==> src/rtl/vendo_np.sv <==
`default_nettype none
// ============================================================================
//  Module   : vendo_np
//  Purpose  : Parametrised coin vending controller. Accepts 1/5/10 peso coins,
//             dispenses one item once credit reaches PRICE, pays any remainder
//             (or the whole credit on cancel) as a train of 1-peso pulses and
//             rejects coins that cannot be accepted.
//  Revision : 1.0  initial release
// ============================================================================
module vendo_np #(
   parameter int PRICE    = 3,
   parameter int CREDIT_W = 5
) (
   input  logic                clk,
   input  logic                rst,
   input  logic                p1,
   input  logic                p5,
   input  logic                p10,
   input  logic                cancel,
   output logic                disp,
   output logic                change,
   output logic                reject,
   output logic                busy,
   output logic [CREDIT_W-1:0] credit,
   output logic [2:0]          cstate
);

   // The largest credit held before a dispense is PRICE-1+10, so the credit
   // register must be able to hold PRICE+9.
   generate
      if ((PRICE < 1) || (((2 ** CREDIT_W) - 1) < (PRICE + 9))) begin : g_param_check
         $error("vendo_np: PRICE must be >= 1 and 2**CREDIT_W-1 must be >= PRICE+9");
      end
   endgenerate

   typedef enum logic [2:0] {
      S_IDLE     = 3'd0,
      S_COLLECT  = 3'd1,
      S_DISPENSE = 3'd2,
      S_CHANGE   = 3'd3,
      S_REFUND   = 3'd4
   } state_t;

   localparam logic [CREDIT_W-1:0] c_price = CREDIT_W'(PRICE);
   localparam logic [CREDIT_W-1:0] c_one   = CREDIT_W'(1);
   localparam logic [CREDIT_W-1:0] c_five  = CREDIT_W'(5);
   localparam logic [CREDIT_W-1:0] c_ten   = CREDIT_W'(10);

   state_t              r_state;
   state_t              w_state_next;
   logic [CREDIT_W-1:0] r_credit;
   logic [CREDIT_W-1:0] w_credit_next;
   logic                r_phase;
   logic                w_phase_next;
   logic                r_reject;
   logic                w_reject_next;

   logic                r_p1_q;
   logic                r_p5_q;
   logic                r_p10_q;
   logic [2:0]          w_edge;
   logic [1:0]          w_n_edges;
   logic                w_any_edge;
   logic                w_multi_edge;
   logic [CREDIT_W-1:0] w_coin_val;
   logic [CREDIT_W-1:0] w_sum;

   // Coin level history; loaded during reset too so a coin held through
   // reset does not look like a fresh insertion afterwards.
   always_ff @(posedge clk) begin
      r_p1_q  <= p1;
      r_p5_q  <= p5;
      r_p10_q <= p10;
   end

   assign w_edge       = {p10 & ~r_p10_q, p5 & ~r_p5_q, p1 & ~r_p1_q};
   assign w_n_edges    = {1'b0, w_edge[0]} + {1'b0, w_edge[1]} + {1'b0, w_edge[2]};
   assign w_any_edge   = |w_edge;
   assign w_multi_edge = (w_n_edges > 2'd1);
   assign w_sum        = r_credit + w_coin_val;

   // Value of the single inserted coin (only meaningful with exactly one edge).
   always_comb begin
      w_coin_val = '0;
      case (w_edge)
         3'b001:  w_coin_val = c_one;
         3'b010:  w_coin_val = c_five;
         3'b100:  w_coin_val = c_ten;
         default: w_coin_val = '0;
      endcase
   end

   // Next-state, next-credit, phase and reject decisions.
   always_comb begin
      w_state_next  = r_state;
      w_credit_next = r_credit;
      w_phase_next  = r_phase;
      w_reject_next = 1'b0;
      case (r_state)
         S_IDLE, S_COLLECT: begin
            if (cancel && (r_state == S_COLLECT)) begin
               // Refund wins; a coin arriving at the same moment is bounced.
               w_state_next  = S_REFUND;
               w_phase_next  = 1'b0;
               w_reject_next = w_any_edge;
            end else if (w_multi_edge) begin
               w_reject_next = 1'b1;
            end else if (w_any_edge) begin
               w_credit_next = w_sum;
               w_state_next  = (w_sum >= c_price) ? S_DISPENSE : S_COLLECT;
            end
         end
         S_DISPENSE: begin
            w_reject_next = w_any_edge;
            w_credit_next = r_credit - c_price;
            w_phase_next  = 1'b0;
            w_state_next  = (r_credit != c_price) ? S_CHANGE : S_IDLE;
         end
         S_CHANGE, S_REFUND: begin
            // Low cycle (phase 0) then pulse cycle (phase 1) per peso; exit
            // on the low cycle that finds nothing left to pay.
            w_reject_next = w_any_edge;
            w_phase_next  = ~r_phase;
            if (r_phase) begin
               w_credit_next = r_credit - c_one;
            end else if (r_credit == '0) begin
               w_state_next = S_IDLE;
               w_phase_next = 1'b0;
            end
         end
         default: begin
            w_state_next  = S_IDLE;
            w_credit_next = '0;
            w_phase_next  = 1'b0;
         end
      endcase
   end

   // State, credit, phase and reject strobe registers.
   always_ff @(posedge clk) begin
      if (rst) begin
         r_state  <= S_IDLE;
         r_credit <= '0;
         r_phase  <= 1'b0;
         r_reject <= 1'b0;
      end else begin
         r_state  <= w_state_next;
         r_credit <= w_credit_next;
         r_phase  <= w_phase_next;
         r_reject <= w_reject_next;
      end
   end

   assign disp   = (r_state == S_DISPENSE);
   assign change = ((r_state == S_CHANGE) || (r_state == S_REFUND)) && r_phase;
   assign busy   = (r_state == S_DISPENSE) || (r_state == S_CHANGE) || (r_state == S_REFUND);
   assign reject = r_reject;
   assign credit = r_credit;
   assign cstate = r_state;

endmodule
`default_nettype wire
==> config.mk <==
export PLATFORM = sky130hd
export DESIGN_NAME = vendo_np
export DESIGN_NICKNAME = d
export VERILOG_FILES = /design/src/rtl/vendo_np.sv
export SDC_FILE = /design/constraint.sdc
export NUM_CORES = 1
export LEC_CHECK = 0
export CAP_MARGIN = 0
export CORE_MARGIN = 2
export CORE_UTILIZATION = 48
export DETAILED_ROUTE_END_ITERATION = 8
export PLACE_DENSITY = 0.75
export SYNTH_ARGS = -nofsm -noshare
export SYNTH_HDL_FRONTEND = slang
export SYNTH_SLANG_ARGS = --single-unit
==> constraint.sdc <==
create_clock -name clk -period 2.2 [get_ports clk]
set_input_delay 0.33 -clock clk [delete_from_list [all_inputs] [get_ports clk]]
set_output_delay 0.33 -clock clk [all_outputs]
set_load 0.02 [all_outputs]
# After elaboration in Yosys (flattened, before gate mapping)
# Index checks and enable logic that the tools add are counted.
[totals]
reg_bits = 13
[classes]
n_addsub = 5
order_cmp = 2
n_eq_ne = 17
mux = 21
bitwise = 7
n_reduce_logical = 13
[ops]
columns = ["operator", "n"]
rows = [
  ["5-bit 2-to-1 mux", 4],
  ["3-bit 2-to-1 mux", 5],
  ["5-bit one-hot mux with 3 select lines", 1],
  ["2-bit != test (second input constant)", 7],
  ["4-bit one-hot mux with 3 select lines", 1],
  ["3-bit by 2-bit == test with 1-bit output (second input constant)", 3],
  ["3-bit one-hot mux with 3 select lines", 1],
  ["4-bit AND reduction", 2],
  ["3-bit by 1-bit == test with 1-bit output (second input constant)", 2],
  ["3-bit == test (second input constant)", 2],
  ["3-bit != test (second input constant)", 2],
  ["3-bit OR reduction", 2],
  ["5-bit adder", 1],
  ["5-bit by 2-bit greater-or-equal comparator with 1-bit output (second input constant)", 1],
  ["5-bit zero test", 1],
  ["1-bit 2-to-1 mux", 5],
  ["5-bit by 2-bit != test with 1-bit output (second input constant)", 1],
  ["5-bit by 1-bit subtractor with 5-bit output (second input constant)", 1],
  ["5-bit by 2-bit subtractor with 5-bit output (second input constant)", 1],
  ["2-bit 2-to-1 mux", 2],
  ["1-bit inverter", 4],
  ["1-bit one-hot mux with 2 select lines", 2],
  ["2-bit OR reduction", 2],
  ["1-bit AND", 3],
  ["other kinds (6)", 9],
]

# Depth between registers and ports, before layout
# Gate-level depths: netlist (run 1).
[depth]
ltp_word = 11
mapped_depth = 11

# Worst setup path before layout (run 1)
# OpenSTA, ideal clock, no wires.
[synth_timing]
kind = "reg2reg"
startpoint = "register r_p5_q"
endpoint = "register r_state[0] (netlist: cstate[0])"
setup_ns = 0.122
arrival_ns = 2.341
setup_slack_ns = -0.263
stages_incl_launch_ff = 12
n_path_buf = 1
synth_period_minus_slack_ns = 2.463
path_cell_list = "dfxtp_1 > nand2b_1 > buf_2 > xor2_1 > and2_1 > ha_1 > fa_1 > a21o_1 > a21oi_2 > xnor2_1 > a2111oi_4 > a221o_1"
[synth_between]
elab_chain_cells = 11
word_cells_on_any_way = 20
classes_between = "3 x add/sub; 2 x order compare; 5 x eq/ne; 6 x mux; 2 x bitwise; 2 x reduce/logical"
[synth_lines]
columns = ["item", "line_no", "source"]
rows = [
  ["from (decl)", "59", "logic r_p5_q;"],
  ["from (signal assigned)", "72", "r_p5_q <= p5;"],
  ["1-bit inverter (*)", "76", "assign w_edge = {p10 & ~r_p10_q, p5 & ~r_p5_q, p1 & ~r_p1_q};"],
  ["1-bit AND (*)", "76", ""],
  ["3-bit == test, or another cell as far along", "85", "case (w_edge)"],
  ["4-bit one-hot mux with 3 select lines", "85", ""],
  ["5-bit adder", "80", "assign w_sum = r_credit + w_coin_val;"],
  ["5-bit by 2-bit greater-or-equal comparator with 1-bit output", "110", "w_state_next = (w_sum >= c_price) ? S_DISPENSE : S_COLLECT;"],
  ["2-bit 2-to-1 mux", "110", ""],
  ["3-bit 2-to-1 mux", "108", "end else if (w_any_edge) begin"],
  ["3-bit 2-to-1 mux", "106", "end else if (w_multi_edge) begin"],
  ["3-bit 2-to-1 mux", "101", "if (cancel && (r_state == S_COLLECT)) begin"],
  ["3-bit one-hot mux with 3 select lines", "99", "case (r_state)"],
  ["to (signal assigned)", "147", "r_state <= w_state_next;"],
  ["to (decl)", "49", "state_t r_state;"],
]
# Mark *: on every way between the ends. The rest lies on a longest branch, timed or not. The select of a mux whose other input is x is not followed.
# A chain may end at the register's enable or synchronous reset.

# Worst setup path after layout (run 1)
[layout_timing]
startpoint = "register r_p1_q"
endpoint = "register r_state[0] (netlist: cstate[0])"
[layout_between]
elab_chain_cells = 11
word_cells_on_any_way = 20
classes_between = "3 x add/sub; 2 x order compare; 5 x eq/ne; 6 x mux; 2 x bitwise; 2 x reduce/logical"
[layout_lines]
columns = ["item", "line_no", "source"]
rows = [
  ["from (decl)", "58", "logic r_p1_q;"],
  ["from (signal assigned)", "71", "r_p1_q <= p1;"],
  ["1-bit inverter (*)", "76", ""],
  ["1-bit AND (*)", "76", ""],
  ["3-bit == test, or another cell as far along", "85", ""],
  ["4-bit one-hot mux with 3 select lines", "85", ""],
  ["5-bit adder", "80", ""],
  ["5-bit by 2-bit greater-or-equal comparator with 1-bit output", "110", ""],
  ["2-bit 2-to-1 mux", "110", ""],
  ["3-bit 2-to-1 mux", "108", ""],
  ["3-bit 2-to-1 mux", "106", ""],
  ["3-bit 2-to-1 mux", "101", ""],
  ["3-bit one-hot mux with 3 select lines", "99", ""],
]
# Marks and branches as above.

==> impl_metrics.toml, run 1 <==
[flow_run]
drv_cap = 0

[sta]
slew_violations = 0
fin_crit_ns = 2.272
hold_violations = 0
clock_skew_ns = 0.0005012
slew_headroom_pct = 72.13
tightest_slew_ns = 0.4166
period_share_pct = 103.3
grt_setup_unrepaired = "true"
fmax_mhz = 440.1
setup_viol = 4
worst_slack_ns = -0.07222

[logic_synthesis]
synthAdderAreaFrac_pct = 9.062
synth_edf_count = 0
synth_warnings = 0
synth_compound_area_share_pct = 29.29
syn_nets = 158
synth.avg_cell_area_um2 = 8.246
synth_seq_cells = 13
yosys.area_share.xor_xnor_pct = 4.426
synth_area_leaders = "dfxtp_1 (22%), ha_1 (7.4%), nor2_1 (4.1%), nand2b_1 (3.7%), o2bb2ai_1 (3.0%)"
synthTopCellsByCount = "dfxtp_1 (13), nor2_1 (13), nand2_1 (9)"
async_reset_ff_share_pct = 0
yosys.area_share.simple_pct = 27.40
yosys.cell_types.count = 55
synth_top_family_by_area = "compound AO/OA/AOI/OAI gates"
netlist_area_um2 = 1187
ys.flop_type = "dfxtp_1"
synthMuxAreaShare_pct = 0.9484
syn_inst = 144
synth-seq-area-share_pct = 21.92
synth_top_area_share_pct = 21.92
synth_area_leader_cell = "dfxtp_1"

[place]
dpl_cell_area_um2 = 1475
hpwl_mm = 2.192
dp.cells = 195
portBuffers = 17
gp_congestion = 0.8557

[final_layout]
fin_area_um2 = 1509
diodes = 0
fin_util_pct = 62.62
drive_gt1_share_pct = 19.41
syn_to_final_growth_pct = 27.08
layout.cells.non_filler = 200
nNetsFinal = 185

[cts]
cts_max_path_buffers = 2
root_buffer = "clkbuf_4"
cts_tree = "yes"
path_clk_slew_ns = 0.08
cts_max_level = 1
cts.sinks = 13
clk_latency_ns = 0.28
cts_buffers = 3
holdBufCountCts = 0

[setup_path]
start_kind = "flip-flop"
worstSetupPathType = "flip-flop to flip-flop"
r2r-end = "cstate[0]"
setup.worst_path.start = "r_p1_q"
crit_path_max_fanout = 2
r2r_slack_ns = -0.07
critPathArrivalTime_ns = 2.45
timing.rr.start = "r_p1_q"
worstRegToRegCells = 10
endpoint_kind = "flip-flop"
cp_data_required_time_ns = 2.38

[global_route]
grt_overflow_total = 0
grt_usage_pct = 22.22
grt_pass1_wl_mm = 4.623
antenna_found_initial = 0
grt_pass1_vias = 1013
grt_max_degree = 22

[floorplanning]
die_y_um = 53.74
initial_utilization_pct = 49.27
fp.dieW_um = 53.74
dieArea_um2 = 2887
io_pins = 18
num_rows = 18
core_area_um2 = 2410

[route]
antenna_left = 0
via_per_inst = 5.735
drt-initial-drc-count = 35
drc = 0
vias = 1147
finalWirelength_mm = 2.926
dr.pass1.iters = 4
wl_per_cell_um = 14.63

[hold_path]
hold_path_startpoint = "p10"
whs_endpoint = "r_p10_q"
whs_path_depth = 1
hp-class = "input port to flip-flop"

[outcome]
failed_checks = "setup timing"
status = "finished with violations"

[power]
peakVddDrop_v = 0.0007792
powerDensity_nw_per_um2 = 1265
p_leak_nw = 0.6759
[worst max-delay path, stage by stage (launching register included)]
cell and delay [ns]:
dfxtp_1 0.31, nand2b_4 0.13, xor2_1 0.15, and2_1 0.14
ha_2 0.18, fa_2 0.33, a21o_1 0.17, a21oi_2 0.21
xnor2_2 0.16, a2111oi_4 0.06, a221o_1 0.33
[routing by layer]
layer	up-vias	global-route usage (%)	share of wire, %
met5	-	0	0
met4	0	8.974	1.2
met3	5	5.556	2.8
met2	20	33.74	48
met1	538	29.83	48
li1	584	-	-
[how the worst max path moves through the flow]
stage	slack, ns	to	cells past startpoint
after floorplan	-0.18	cstate[0]	11
final	-0.07	cstate[0]	10
after global routing	-0.16	credit[2]	11
after detailed placement	-0.63	cstate[0]	11
after global placement	-0.59	cstate[0]	11
after CTS	-0.08	cstate[0]	10
[registers in the layout, summed over array words and instances (netlist names)]
signal and flops:
r_p1_q 1, r_p5_q 1, cstate 3, reject 1, r_p10_q 1, r_phase 1
credit 5
[cell usage in the layout (no fill, tap or decap), types with 4 or more instances in the layout]
cell	instances
buf_4	17
ha_1	6
dfxtp_1	13
nor2b_1	5
nand2b_1	5
nor2_1	12
a21oi_1	5
inv_1	4
nand2_1	9
dlygate4sd2_1	4
o2bb2ai_1	4
nor3_1	4
clkdlybuf4s50_1	12
[cells by family after synthesis]
kind of cell,count (synthesis)
muxes,1
adders and majority gates,8
DFF,13
buffers and inverters,16
AOI/OAI and AO/OA,43
xor gates and xnor gates,6
and+or+nand+nor,57
[where the power goes]
part | internal [W] | switching [W] | total, W
Combinational | 0.000636 | 0.000731 | 0.00137
Sequential | 0.000300 | 0.0000857 | 0.000385
Clock | 0.0000705 | 0.0000867 | 0.000157
Total | 0.00101 | 0.000903 | 0.00191
[final cells by class]
type	instances	area, um^2
clock buffer	4	26.28
fill	210	900.9
inverter	4	15.01
multi-input combinational	115	874.6
sequential	13	260.3
tap	30	37.54
timing repair buffer	34	295.3
[repair_timing]
item	in CTS	in global routing
pin swaps	6	2
gates resized for setup	5	1
setup endpoints to repair	6	6
buffers inserted	0	1
[per-stage QoR]
stage	setup TNS, ns	worst slack (ns)	total power (W)	hold WS [ns]
after floorplan	-0.2542	-0.1844	0.001344	0.3577
after global routing	-0.7028	-0.1614	0.002060	0.3046
final	-0.1673	-0.07222	0.001909	0.3042
after CTS	-0.1773	-0.07949	0.001913	0.2945
after global placement	-2.855	-0.5878	0.001707	0.5177
after detailed placement	-3.034	-0.6275	0.001745	0.5232
Power figures use the tool's default switching activity.
==> run 2: changes to the inputs <==
- CORE_UTILIZATION: 48 -> 53
- PLACE_DENSITY: 0.75 -> 0.79
- clock period: 2.2 -> 2.49 ns (I/O delays scaled with it)
==> impl_metrics.toml, run 2 (synthesis results as in run 1) <==
[outcome]
status = "finished, final reports clean"

[route]
via_per_inst = 6.269
antenna_left = 0
dr.pass1.iters = 4
finalWirelength_mm = 2.982
vias = 1210
drc = 0
wl_per_cell_um = 15.45
drt-initial-drc-count = 37

[setup_path]
critPathArrivalTime_ns = 2.60
r2r_slack_ns = 0.11
worstRegToRegCells = 10
start_kind = "input port"
timing.rr.start = "r_p1_q"
crit_path_max_fanout = 5
r2r-end = "cstate[0]"
endpoint_kind = "flip-flop"
cp_data_required_time_ns = 2.67
worstSetupPathType = "input port to flip-flop"

[hold_path]
hp-class = "input port to flip-flop"
whs_path_depth = 1
whs_endpoint = "r_p5_q"
hold_path_startpoint = "p5"

[global_route]
grt_usage_pct = 25.20
antenna_found_initial = 0
grt_overflow_total = 0
grt_max_degree = 22
grt_pass1_vias = 1066
grt_pass1_wl_mm = 4.981

[final_layout]
diodes = 0
largest_reg_flops = 5
syn_to_final_growth_pct = 23.29
fin_area_um2 = 1464
layout_common_cells = "clkdlybuf4s50_1 (15), dfxtp_1 (13), nor2_1 (12), buf_4 (12), nand2_1 (9)"
nNetsFinal = 180
final_common_cell = "clkdlybuf4s50_1"
drive_gt1_share_pct = 16.97

[floorplanning]
io_pins = 18
num_rows = 17
die_y_um = 51.33
core_area_um2 = 2170
initial_utilization_pct = 54.73
fp.dieW_um = 51.33
dieArea_um2 = 2635

[sta]
slew_violations = 0
tns_ns = 0
setup_viol = 0
slew_headroom_pct = 66.37
fin_crit_ns = 2.419
fmax_mhz = 413.3
clock_skew_ns = 0.009650
grt_setup_unrepaired = "true"
tightest_slew_ns = 0.5025
hold_violations = 0
period_share_pct = 97.16

[power]
powerDensity_nw_per_um2 = 1144
peakVddDrop_v = 0.0006339
p_total_w = 0.001675
p_leak_nw = 0.6175

[cts]
cts_max_level = 1
cts.sinks = 13
path_clk_slew_ns = 0.09
holdBufCountCts = 0
cts_tree = "yes"
root_buffer = "clkbuf_4"
clk_latency_ns = 0.28
cts_buffers = 3
cts_max_path_buffers = 2

[place]
hpwl_mm = 2.192
gp_congestion = 0.8801
portBuffers = 17
dpl_cell_area_um2 = 1408

[flow_run]
drv_cap = 0
## run 2: cell count changes in the layout (fill, tap and decap cells not counted), sizes merged
| cell | before | now |
|---|---|---|
| clkdlybuf4s50 | 12 | 15 |
| buf | 17 | 12 |
| dlygate4sd2 | 4 | 2 |
| dlymetal6s2s | 1 | 0 |
## run 2: timing repair
item / CTS / global route
endpoints found under the hold margin: 0 / 0
gates resized for setup: 5 / 3
pin swaps: 8 / 3
setup endpoints to repair: 4 / 5
buffers inserted: 1 / 0
## run 2: critical path, cell delays in order
cell	delay, ns
clkdlybuf4s50_1	0.48
nand2b_2	0.07
buf_4	0.16
nor2_2	0.21
ha_1	0.27
a21o_1	0.18
a21oi_1	0.19
xnor2_1	0.24
a2111oi_4	0.07
a221o_1	0.35
## run 2: through the flow
stage	util (%)	setup slack, ns	std cells	hold slack, ns
2_1_floorplan	-	0.007551	144	0.4012
3_3_place_gp	64.88	-0.3821	188	0.5824
3_5_place_dp	64.88	-0.5235	188	0.5871
4_1_cts	66.90	0.02290	193	0.3279
5_1_grt	67.47	-0.02319	193	0.3282
6_report	67.47	0.07074	193	0.3404
## run 2: cell type report
cell class,instances,area (um^2)
fill,186,705.7
sequential,13,260.3
inverter,4,15.01
clock buffer,4,26.28
multi-input combinational,115,869.6
tap,28,35.03
timing repair buffer,29,257.7
## run 2: where the power goes
| part | internal [W] | switching, W | total [W] |
|---|---|---|---|
| Combinational | 0.000543 | 0.000660 | 0.00120 |
| Clock | 0.0000622 | 0.0000718 | 0.000134 |
| Sequential | 0.000265 | 0.0000742 | 0.000339 |
## run 2: worst max path at each step
stage	start	endpoint	slack (ns)	cells after the start
2_1_floorplan	p5	cstate[0]	0.008	11
4_1_cts	p10	cstate[0]	0.02	10
6_report	p10	cstate[0]	0.07	10
3_5_place_dp	p5	cstate[1]	-0.52	11
3_3_place_gp	p5	cstate[1]	-0.38	11
5_1_grt	p10	credit[2]	-0.02	11
## run 2: layer usage
metal  global-route usage [%]  vias up  routed length (um)
met5                        0        -                   0
met4                    7.895        0                  44
met3                    6.140        8                 171
met2                    40.48       45                1469
met1                    33.21      580                1296
li1                         -      577                   -
==> run 3: changes to the inputs <==
- CTS_CLUSTER_SIZE: not set -> 8
==> results of run 3 <==
No change in the layout: final DEF, timing and power equal those of run 2.
